**src/rtl/key_code_pkg.sv**
```systemverilog
// key_code_pkg
// Shared definitions for the keypad code encoder:
//   - KEY_W / CODE_W : keypad width and width of the encoded key index
//   - key_state_t    : states of the scan/debounce state machine
//   - onehot_to_index: one-hot keypad lines to key index (no priority)
//   - popcount_gt1   : high when more than one keypad line is set
package key_code_pkg;

  localparam int KEY_W  = 16;
  localparam int CODE_W = 4;

  typedef enum logic [2:0] {
    IDLE,
    DEBOUNCE,
    VALID,
    RELEASE,
    ERROR
  } key_state_t;

  // OR together the indices of every set bit. For a one-hot input this is
  // exactly the index of that bit, and no bit takes priority over another.
  function automatic logic [CODE_W-1:0] onehot_to_index(input logic [KEY_W-1:0] onehot);
    logic [CODE_W-1:0] idx;
    idx = '0;
    for (int i = 0; i < KEY_W; i++) begin
      if (onehot[i]) begin
        idx = idx | CODE_W'(i);
      end
    end
    return idx;
  endfunction

  // Clearing the lowest set bit leaves something behind only when at least
  // two bits were set.
  function automatic logic popcount_gt1(input logic [KEY_W-1:0] value);
    return (value & (value - KEY_W'(1))) != '0;
  endfunction

endpackage

```
**src/rtl/key_stable_counter.sv**
```systemverilog
// key_stable_counter
// Counts consecutive enabled cycles toward DEBOUNCE_CYCLES. Used both to
// qualify a press and to qualify a release.
// Ports:
//   clk    : system clock, rising edge
//   reset  : synchronous reset, active-low
//   clear  : restart the count at zero on the next edge
//   enable : advance the count by one on the next edge (ignored under clear)
//   done   : the count has reached DEBOUNCE_CYCLES-1
module key_stable_counter #(
  parameter int DEBOUNCE_CYCLES = 4,
  parameter int CNT_W           = 8
) (
  input  logic clk,
  input  logic reset,
  input  logic clear,
  input  logic enable,
  output logic done
);

  localparam logic [CNT_W-1:0] LAST = CNT_W'(DEBOUNCE_CYCLES - 1);

  logic [CNT_W-1:0] cnt;

  // The count saturates at LAST so it can never wrap, whatever the caller does.
  always_ff @(posedge clk) begin
    if (!reset) begin
      cnt <= '0;
    end else if (clear) begin
      cnt <= '0;
    end else if (enable && (cnt != LAST)) begin
      cnt <= cnt + CNT_W'(1);
    end
  end

  assign done = (cnt == LAST);

endmodule

```
**src/rtl/key_code_encoder.sv**
```systemverilog
// key_code_encoder
// Scans a 16-line one-hot keypad, debounces presses and releases, and
// presents the pressed key index as a 4-bit code for the display block.
// Ports:
//   clk        : system clock, rising edge
//   reset      : synchronous reset, active-low
//   keys[15:0] : raw keypad lines, keys[i]=1 while key i is pressed
//   a,b,c,d    : key index, a is the MSB and d the LSB
//   ready      : a/b/c/d hold a debounced, valid key code
//   error      : more than one key was pressed from idle
// All outputs come straight from registers.
module key_code_encoder
  import key_code_pkg::*;
#(
  parameter int DEBOUNCE_CYCLES = 4,
  parameter int CNT_W           = 8
) (
  input  logic             clk,
  input  logic             reset,
  input  logic [KEY_W-1:0] keys,
  output logic             a,
  output logic             b,
  output logic             c,
  output logic             d,
  output logic             ready,
  output logic             error
);

  key_state_t        state_q, state_d;
  logic [KEY_W-1:0]  snap_q, snap_d;
  logic [CODE_W-1:0] code_q, code_d;
  logic              ready_q, ready_d;
  logic              error_q, error_d;

  logic cnt_clear;
  logic cnt_enable;
  logic cnt_done;

  key_stable_counter #(
    .DEBOUNCE_CYCLES(DEBOUNCE_CYCLES),
    .CNT_W          (CNT_W)
  ) u_stable_counter (
    .clk   (clk),
    .reset (reset),
    .clear (cnt_clear),
    .enable(cnt_enable),
    .done  (cnt_done)
  );

  // The counter is cleared on every cycle unless it is actively qualifying a
  // stable press or a stable release, so each state starts counting from zero.
  always_comb begin
    state_d    = state_q;
    snap_d     = snap_q;
    code_d     = code_q;
    ready_d    = ready_q;
    error_d    = error_q;
    cnt_clear  = 1'b1;
    cnt_enable = 1'b0;

    case (state_q)
      IDLE: begin
        if (keys != '0) begin
          if (popcount_gt1(keys)) begin
            state_d = ERROR;
            error_d = 1'b1;
          end else begin
            state_d = DEBOUNCE;
            snap_d  = keys;
          end
        end
      end

      DEBOUNCE: begin
        if (keys != snap_q) begin
          state_d = IDLE;
        end else if (cnt_done) begin
          state_d = VALID;
          code_d  = onehot_to_index(snap_q);
          ready_d = 1'b1;
        end else begin
          cnt_clear  = 1'b0;
          cnt_enable = 1'b1;
        end
      end

      // Any departure from the latched key, including an added key, is a
      // release; the code stays visible until the release settles.
      VALID: begin
        if (keys != snap_q) begin
          state_d = RELEASE;
          ready_d = 1'b0;
        end
      end

      RELEASE: begin
        if (keys == '0) begin
          if (cnt_done) begin
            state_d = IDLE;
            code_d  = '0;
          end else begin
            cnt_clear  = 1'b0;
            cnt_enable = 1'b1;
          end
        end
      end

      ERROR: begin
        if (keys == '0) begin
          state_d = IDLE;
          error_d = 1'b0;
        end
      end

      default: begin
        state_d = IDLE;
        code_d  = '0;
        ready_d = 1'b0;
        error_d = 1'b0;
      end
    endcase
  end

  // State and output registers; reset wins over every state.
  always_ff @(posedge clk) begin
    if (!reset) begin
      state_q <= IDLE;
      snap_q  <= '0;
      code_q  <= '0;
      ready_q <= 1'b0;
      error_q <= 1'b0;
    end else begin
      state_q <= state_d;
      snap_q  <= snap_d;
      code_q  <= code_d;
      ready_q <= ready_d;
      error_q <= error_d;
    end
  end

  assign a     = code_q[3];
  assign b     = code_q[2];
  assign c     = code_q[1];
  assign d     = code_q[0];
  assign ready = ready_q;
  assign error = error_q;

endmodule

```
**config.mk**
```make
export PLATFORM = sky130hd
export DESIGN_NAME = key_code_encoder
export DESIGN_NICKNAME = d
export VERILOG_FILES = /design/src/rtl/key_code_pkg.sv /design/src/rtl/key_stable_counter.sv /design/src/rtl/key_code_encoder.sv
export SDC_FILE = /design/constraint.sdc
export NUM_CORES = 1
export LEC_CHECK = 0
export ABC_AREA = 1
export BUFFER_PORTS_ARGS = -buffer_cell sky130_fd_sc_hd__buf_2
export CAP_MARGIN = 40
export CORE_ASPECT_RATIO = 0.7
export CORE_UTILIZATION = 33
export DETAILED_ROUTE_END_ITERATION = 12
export SYNTH_ARGS = -nofsm -noshare
export SYNTH_HDL_FRONTEND = slang
export SYNTH_SLANG_ARGS = --single-unit
```
**constraint.sdc**
```tcl
create_clock -name clk -period 4.4 [get_ports clk]
set_clock_uncertainty 0.15 [all_clocks]
set_input_delay 0.66 -clock clk [delete_from_list [all_inputs] [get_ports clk]]
set_output_delay 0.66 -clock clk [all_outputs]
set_load 0.02 [all_outputs]
```
==> impl_metrics.json, run 1 <==
{
  "wl_per_cell_um": 11.9,
  "final_nets": 388,
  "reg2regPathDepth": 9,
  "cts_tree": "yes",
  "setup_viol": 0,
  "postSynth.topFlopCell": "dfxtp_1",
  "post_cts_buffers": 0,
  "hold_viol_final": 0,
  "drive_gt1_frac": 0.114,
  "p_total_uw": 947,
  "synth-edff-count": 0,
  "fill_cells": 678,
  "hold_path_depth": 2,
  "status": "complete, no violations",
  "cts_hold_buf": 0,
  "row_count": 24,
  "dieArea_um2": 6850,
  "grt-ovfl-total": 0,
  "n_antenna_cell": 0,
  "ctsResizeCount": 0,
  "start_util": 0.344,
  "place_congestion": 0.837,
  "grt_pass1_vias": 1915,
  "slew_headroom": 0.549,
  "synthesis.nets": 366,
  "viasPerCell": 4.83,
  "path_buf_inv": 1,
  "yosys.area.top_type": "dfxtp_1",
  "synth-async-reset-ratio": 0,
  "min_from": "ready",
  "cts_made_buffers": 5,
  "track_usage": 0.167,
  "die_w_um": 98.5,
  "power_leakage_nw": 1.08,
  "synth_compound_area_frac": 0.0669,
  "cp_max_fo": 20,
  "slew_viol_final": 0,
  "net-switching-power_uw": 376,
  "clk_pin_slew_worst_paths_ns": 0.06,
  "vias": 2157,
  "netlist_instances": 347,
  "area_growth_pct": 11.7,
  "grt_max_degree": 26,
  "critPathArrivalTime_ns": 2.55,
  "synth-simple-area-share": 0.467,
  "drcViolationCount": 0,
  "power_frac_comb": 0.379,
  "post-dp-hpwl_mm": 4.03,
  "clock_latency_ns": 0.28,
  "endpoint_kind": "flop",
  "synth.ff_latch_count": 33,
  "worst_pin_slew_ns": 0.674,
  "syn_area_um2": 2150,
  "drtPass1Iterations": 6,
  "vdd_drop_max_mv": 0.185,
  "totalWireLength_mm": 5.33,
  "synth_top_area_frac": 0.307,
  "synth_top_family_by_area": "simple AND/OR/NAND/NOR gates",
  "core_area_um2": 6250,
  "cp-start-kind": "input pin",
  "drt_iter0_markers": 117,
  "max-cap-violations": 0,
  "required_ns": 4.42,
  "holdPathEnd": "ready",
  "synthAdderAreaFrac": 0.00582,
  "synth_cell_types": 29,
  "fin_crit_ns": 2.53,
  "ios": 24,
  "fin_crit_sh": 0.574,
  "crit_path_top_delay_cell": "a21oi_1",
  "dpl_cell_area_um2": 2320,
  "internal_power_uw": 572,
  "hp-class": "flop to flop",
  "synthXorXnorAreaFrac": 0.0611,
  "crit_family": "simple AND/OR/NAND/NOR gates",
  "pwr_density_cell_nw_per_um2": 394,
  "cts_buffer_depth": 2,
  "fmax_ghz": 0.396,
  "syn_area_per_cell_um2": 6.20,
  "crit_type": "input pin to flop",
  "root_buffer": "clkbuf_8",
  "io_buffers": 23,
  "synthMuxAreaShare": 0,
  "synthTopCellsByArea": "dfxtp_1, nor2_1, nand2_1",
  "setup_tns_ns": 0,
  "antenna_found_initial": 0,
  "p_sw_frac": 0.397,
  "seqPwrFrac": 0.382,
  "regToRegStartpoint": "snap_q[4]",
  "timing.rr.end": "code_q[2]",
  "yosysSeqAreaShare": 0.307,
  "rsz0062_at_grt": "no",
  "clkPwrFrac": 0.239,
  "ant_nets": 0,
  "cts_max_level": 2,
  "grt_pass1_wl_mm": 9.19,
  "yosysWarnings": 0,
  "r2r_slack_ns": 2.34,
  "die_h_um": 69.5,
  "critical_path.max_stage_delay_ns": 0.65,
  "path_cells": "buf_2, nor2_4, nand2_2, nor2_1, nand2_1, a21oi_1, nand3_1, nand2_1, nor2_1",
  "clock_sinks": 33,
  "final_area_um2": 2400
}
==> cells in the final DEF, fill, tap and decap left out, types with 3 or more instances in the layout <==
| cell type | n |
|---|---|
| buf_2 | 23 |
| or4_1 | 5 |
| clkbuf_8 | 6 |
| xor2_1 | 11 |
| nand4_1 | 20 |
| o21ai_0 | 9 |
| nor2_2 | 5 |
| xnor2_1 | 4 |
| dfxtp_1 | 33 |
| nor2_4 | 5 |
| nand2_1 | 78 |
| inv_1 | 39 |
| nand3_1 | 19 |
| nor2_1 | 80 |
| a21oi_1 | 15 |
| nor3_1 | 3 |
==> area by class of cell <==
class                   count  area, um2  area share
well taps                  78       97.6      0.0406
flip-flops and latches     33        661       0.275
clock buffers               7       86.3      0.0359
inverters                  40        150      0.0625
repair buffers             23        115      0.0479
multi-input cells         266       1290       0.538
==> metal layers <==
layer  track usage  wire, um
met3        0.0373       332
met2         0.242      2230
met1         0.250      2730
met5             0         0
met4        0.0381        34
==> worst reg2reg max path: stages (launching register included) <==
cell and delay (ns):
dfxtp_1 0.35, or2_0 0.23, a21oi_1 0.15, nand2_1 0.08, nor2_2 0.20, nand2_1 0.11, o21ai_1 0.43, nand3_1 0.13
nand2_1 0.09, nor2_1 0.05
==> synthesized netlist by cell type (2+ instances only) <==
master,instances
nor2_1,80
nor2_2,5
nand2_2,2
xnor2_1,4
nor3_1,3
o21ai_0,9
a21oi_1,15
or4_1,5
nor2_4,5
dfxtp_1,33
o21ai_1,2
nand4_1,20
nand2_1,78
buf_6,2
buf_2,2
clkbuf_1,2
inv_1,39
xor2_1,11
nand3_1,19
buf_1,2
==> registers in the layout (all words and copies together), names as in the netlist <==
name                  count
code_q                    4
u_stable_counter.cnt      8
error                     1
ready                     1
state_q                   3
snap_q                   16
==> worst max-delay path by stage <==
| stage | startpoint | to | slack, ns | cells after the start |
|---|---|---|---|---|
| floorplan | keys[0] | snap_q[11] | 2.32 | 13 |
| global placement | keys[6] | code_q[1] | 1.62 | 9 |
| detailed placement | keys[0] | code_q[0] | 1.56 | 9 |
| CTS | keys[0] | code_q[2] | 1.86 | 9 |
| global route | keys[0] | u_stable_counter.cnt[2] | 1.60 | 10 |
| finish | keys[0] | code_q[2] | 1.87 | 9 |
==> power by group through the flow <==
| stage | Sequential [mW] | Combinational (mW) | Clock [mW] |
|---|---|---|---|
| 6_report | 0.361 | 0.359 | 0.227 |
| 5_1_grt | 0.367 | 0.416 | 0.258 |
| 3_5_place_dp | 0.368 | 0.354 | 0 |
| 2_1_floorplan | 0.395 | 0.237 | 0 |
| 3_3_place_gp | 0.367 | 0.352 | 0 |
| 4_1_cts | 0.362 | 0.356 | 0.240 |
==> logic make-up (layout without fill, tap and decap cells) <==
| kind of cell | Yosys count | in the layout |
|---|---|---|
| flops | 33 | 33 |
| xor+xnor | 15 | 15 |
| compound gates | 28 | 28 |
| fa+ha+maj | 1 | 1 |
| buf+inv | 48 | 70 |
| simple gates | 222 | 222 |
==> metrics by stage <==
| stage | worst slack [ns] | std cells | hold slack [ns] | util |
|---|---|---|---|---|
| finish | 1.87 | 447 | 0.296 | 0.385 |
| global route | 1.60 | 447 | 0.325 | 0.385 |
| CTS | 1.86 | 447 | 0.299 | 0.385 |
| detailed placement | 1.56 | 440 | 0.289 | 0.371 |
| global placement | 1.62 | 440 | 0.282 | 0.371 |
| floorplan | 2.32 | 347 | 0.268 | - |
Power figures use the tool's default switching activity.
==> run 2, diff against run 1 <==
Clock period 4.4 ns to 2.3 ns, I/O delays scaled along.
==> run 2 against run 1 <==
Effect of this change:
- the flow now finishes with violations (DRC)
- register-to-register slack worse by 2.0 ns
- cell count grew 1.6%
- critical path type is now flop to flop
- critical endpoint is now u_stable_counter.cnt[2]
- sequential power grew 92%
- clock-buffer cell count is the same
- combinational power up 110%
- highest routed layer unchanged
==> impl_metrics.json, run 2 (synthesized netlist as in run 1, its figures left out) <==
{
  "regToRegStartpoint": "snap_q[4]",
  "critPathArrivalTime_ns": 2.01,
  "clk_pin_slew_worst_paths_ns": 0.07,
  "row_count": 24,
  "reg_top3": "snap_q (16), u_stable_counter.cnt (8), code_q (4)",
  "dieArea_um2": 6850,
  "fin_crit_sh": 0.851,
  "core_area_um2": 6250,
  "ant_nets": 0,
  "area_growth_pct": 14.5,
  "fill_cells": 699,
  "max-cap-violations": 0,
  "setup_tns_ns": 0,
  "start_util": 0.344,
  "antenna_found_initial": 0,
  "violations": "DRC",
  "die_h_um": 69.5,
  "vias": 2163,
  "cts_buffer_depth": 2,
  "final_nets": 394,
  "regMostFlops": "snap_q",
  "drive_gt1_frac": 0.133,
  "timing.rr.end": "u_stable_counter.cnt[2]",
  "rsz0062_at_grt": "no",
  "layout_common_cells": "nor2_1, nand2_1, inv_1, dfxtp_1, buf_2",
  "totalWireLength_mm": 5.30,
  "fin_cells": 454,
  "fmax_ghz": 0.511,
  "min_from": "ready",
  "ios": 24,
  "drtPass1Iterations": 8,
  "cp_max_fo": 8,
  "fin_crit_ns": 1.96,
  "viasPerCell": 4.76,
  "drt_iter0_markers": 132,
  "holdPathEnd": "ready",
  "slew_headroom": 0.729,
  "endpoint_kind": "flop",
  "clock_sinks": 33,
  "pwr_density_cell_nw_per_um2": 782,
  "final_common_cell": "nor2_1",
  "grt_pass1_wl_mm": 9.05,
  "ctsResizeCount": 0,
  "grt_max_degree": 25,
  "vdd_drop_max_mv": 0.305,
  "n_antenna_cell": 0,
  "hp-class": "flop to flop",
  "die_w_um": 98.5,
  "drcViolationCount": 1,
  "post_cts_buffers": 0,
  "cts_tree": "yes",
  "crit_type": "flop to flop",
  "worst_pin_slew_ns": 0.405,
  "track_usage": 0.167,
  "wl_per_cell_um": 11.7,
  "r2r_slack_ns": 0.34,
  "hold_path_depth": 2,
  "cts_made_buffers": 5,
  "cp-start-kind": "flop",
  "reg2regPathDepth": 8,
  "place_congestion": 0.842,
  "required_ns": 2.35,
  "grt-ovfl-total": 0,
  "cts_hold_buf": 0,
  "slew_viol_final": 0,
  "clock_latency_ns": 0.29,
  "power_leakage_nw": 1.12,
  "p_total_mw": 1.93,
  "largest_reg_flops": 16,
  "hold_viol_final": 0,
  "root_buffer": "clkbuf_8",
  "grt_pass1_vias": 1893,
  "post-dp-hpwl_mm": 4.14,
  "cts_max_level": 2,
  "setup_viol": 0,
  "numPlacedInstances": 446,
  "io_buffers": 23,
  "status": "finished with violations"
}
[run 2: how the worst max path moves through the flow]
| stage | from | to | slack (ns) | cells past startpoint |
|---|---|---|---|---|
| 2_1_floorplan | keys[0] | snap_q[11] | 0.53 | 13 |
| 3_3_place_gp | keys[0] | snap_q[4] | 0.12 | 13 |
| 3_5_place_dp | keys[6] | snap_q[4] | 0.1 | 12 |
| 4_1_cts | snap_q[4] | u_stable_counter.cnt[2] | 0.35 | 8 |
| 5_1_grt | keys[6] | snap_q[4] | 0.15 | 12 |
| 6_report | snap_q[4] | u_stable_counter.cnt[2] | 0.34 | 8 |
[run 2: cell type report]
cell class	instances	area, um2	area share
well taps	78	97.6	0.0396
clock buffers	7	96.3	0.0391
flip-flops and latches	33	661	0.268
multi-input cells	266	1290	0.525
inverters	40	150	0.0610
clock inverters	1	5.00	0.00203
repair buffers	29	160	0.0650
[run 2: report_power, final]
| group | internal [mW] | switching, mW | total (mW) | leakage (nW) |
|---|---|---|---|---|
| sequential | 0.645 | 0.0473 | 0.692 | 0.267 |
| combinational | 0.260 | 0.491 | 0.751 | 0.799 |
| clock | 0.270 | 0.212 | 0.483 | 0.0542 |
| total | 1.18 | 0.750 | 1.93 | 1.12 |
[run 2: metrics by stage]
step / cell area, um2 / hold slack, ns / setup WS [ns] / util
floorplan: 2150 / 0.268 / 0.530 / -
global placement: 2360 / 0.282 / 0.124 / 0.378
detailed placement: 2360 / 0.286 / 0.0981 / 0.378
CTS: 2460 / 0.300 / 0.353 / 0.394
global route: 2460 / 0.320 / 0.151 / 0.394
finish: 2460 / 0.291 / 0.343 / 0.394
[run 2: routing by layer]
metal | vias to the layer above | part of all wire | GRT usage
met3 | 4 | 0.061 | 0.0403
met5 | - | 0 | 0
met1 | 951 | 0.53 | 0.243
met4 | 0 | 0.0083 | 0.0448
li1 | 1164 | - | -
met2 | 44 | 0.40 | 0.243
[run 2: critical path, stage by stage (launching register included)]
cell and delay, ns:
dfxtp_1 0.36, or2_0 0.23, a21oi_1 0.16, nand2_1 0.08, nor2_2 0.19, nand3_1 0.16
nand2_1 0.09, nand3_1 0.22, nor3b_1 0.23
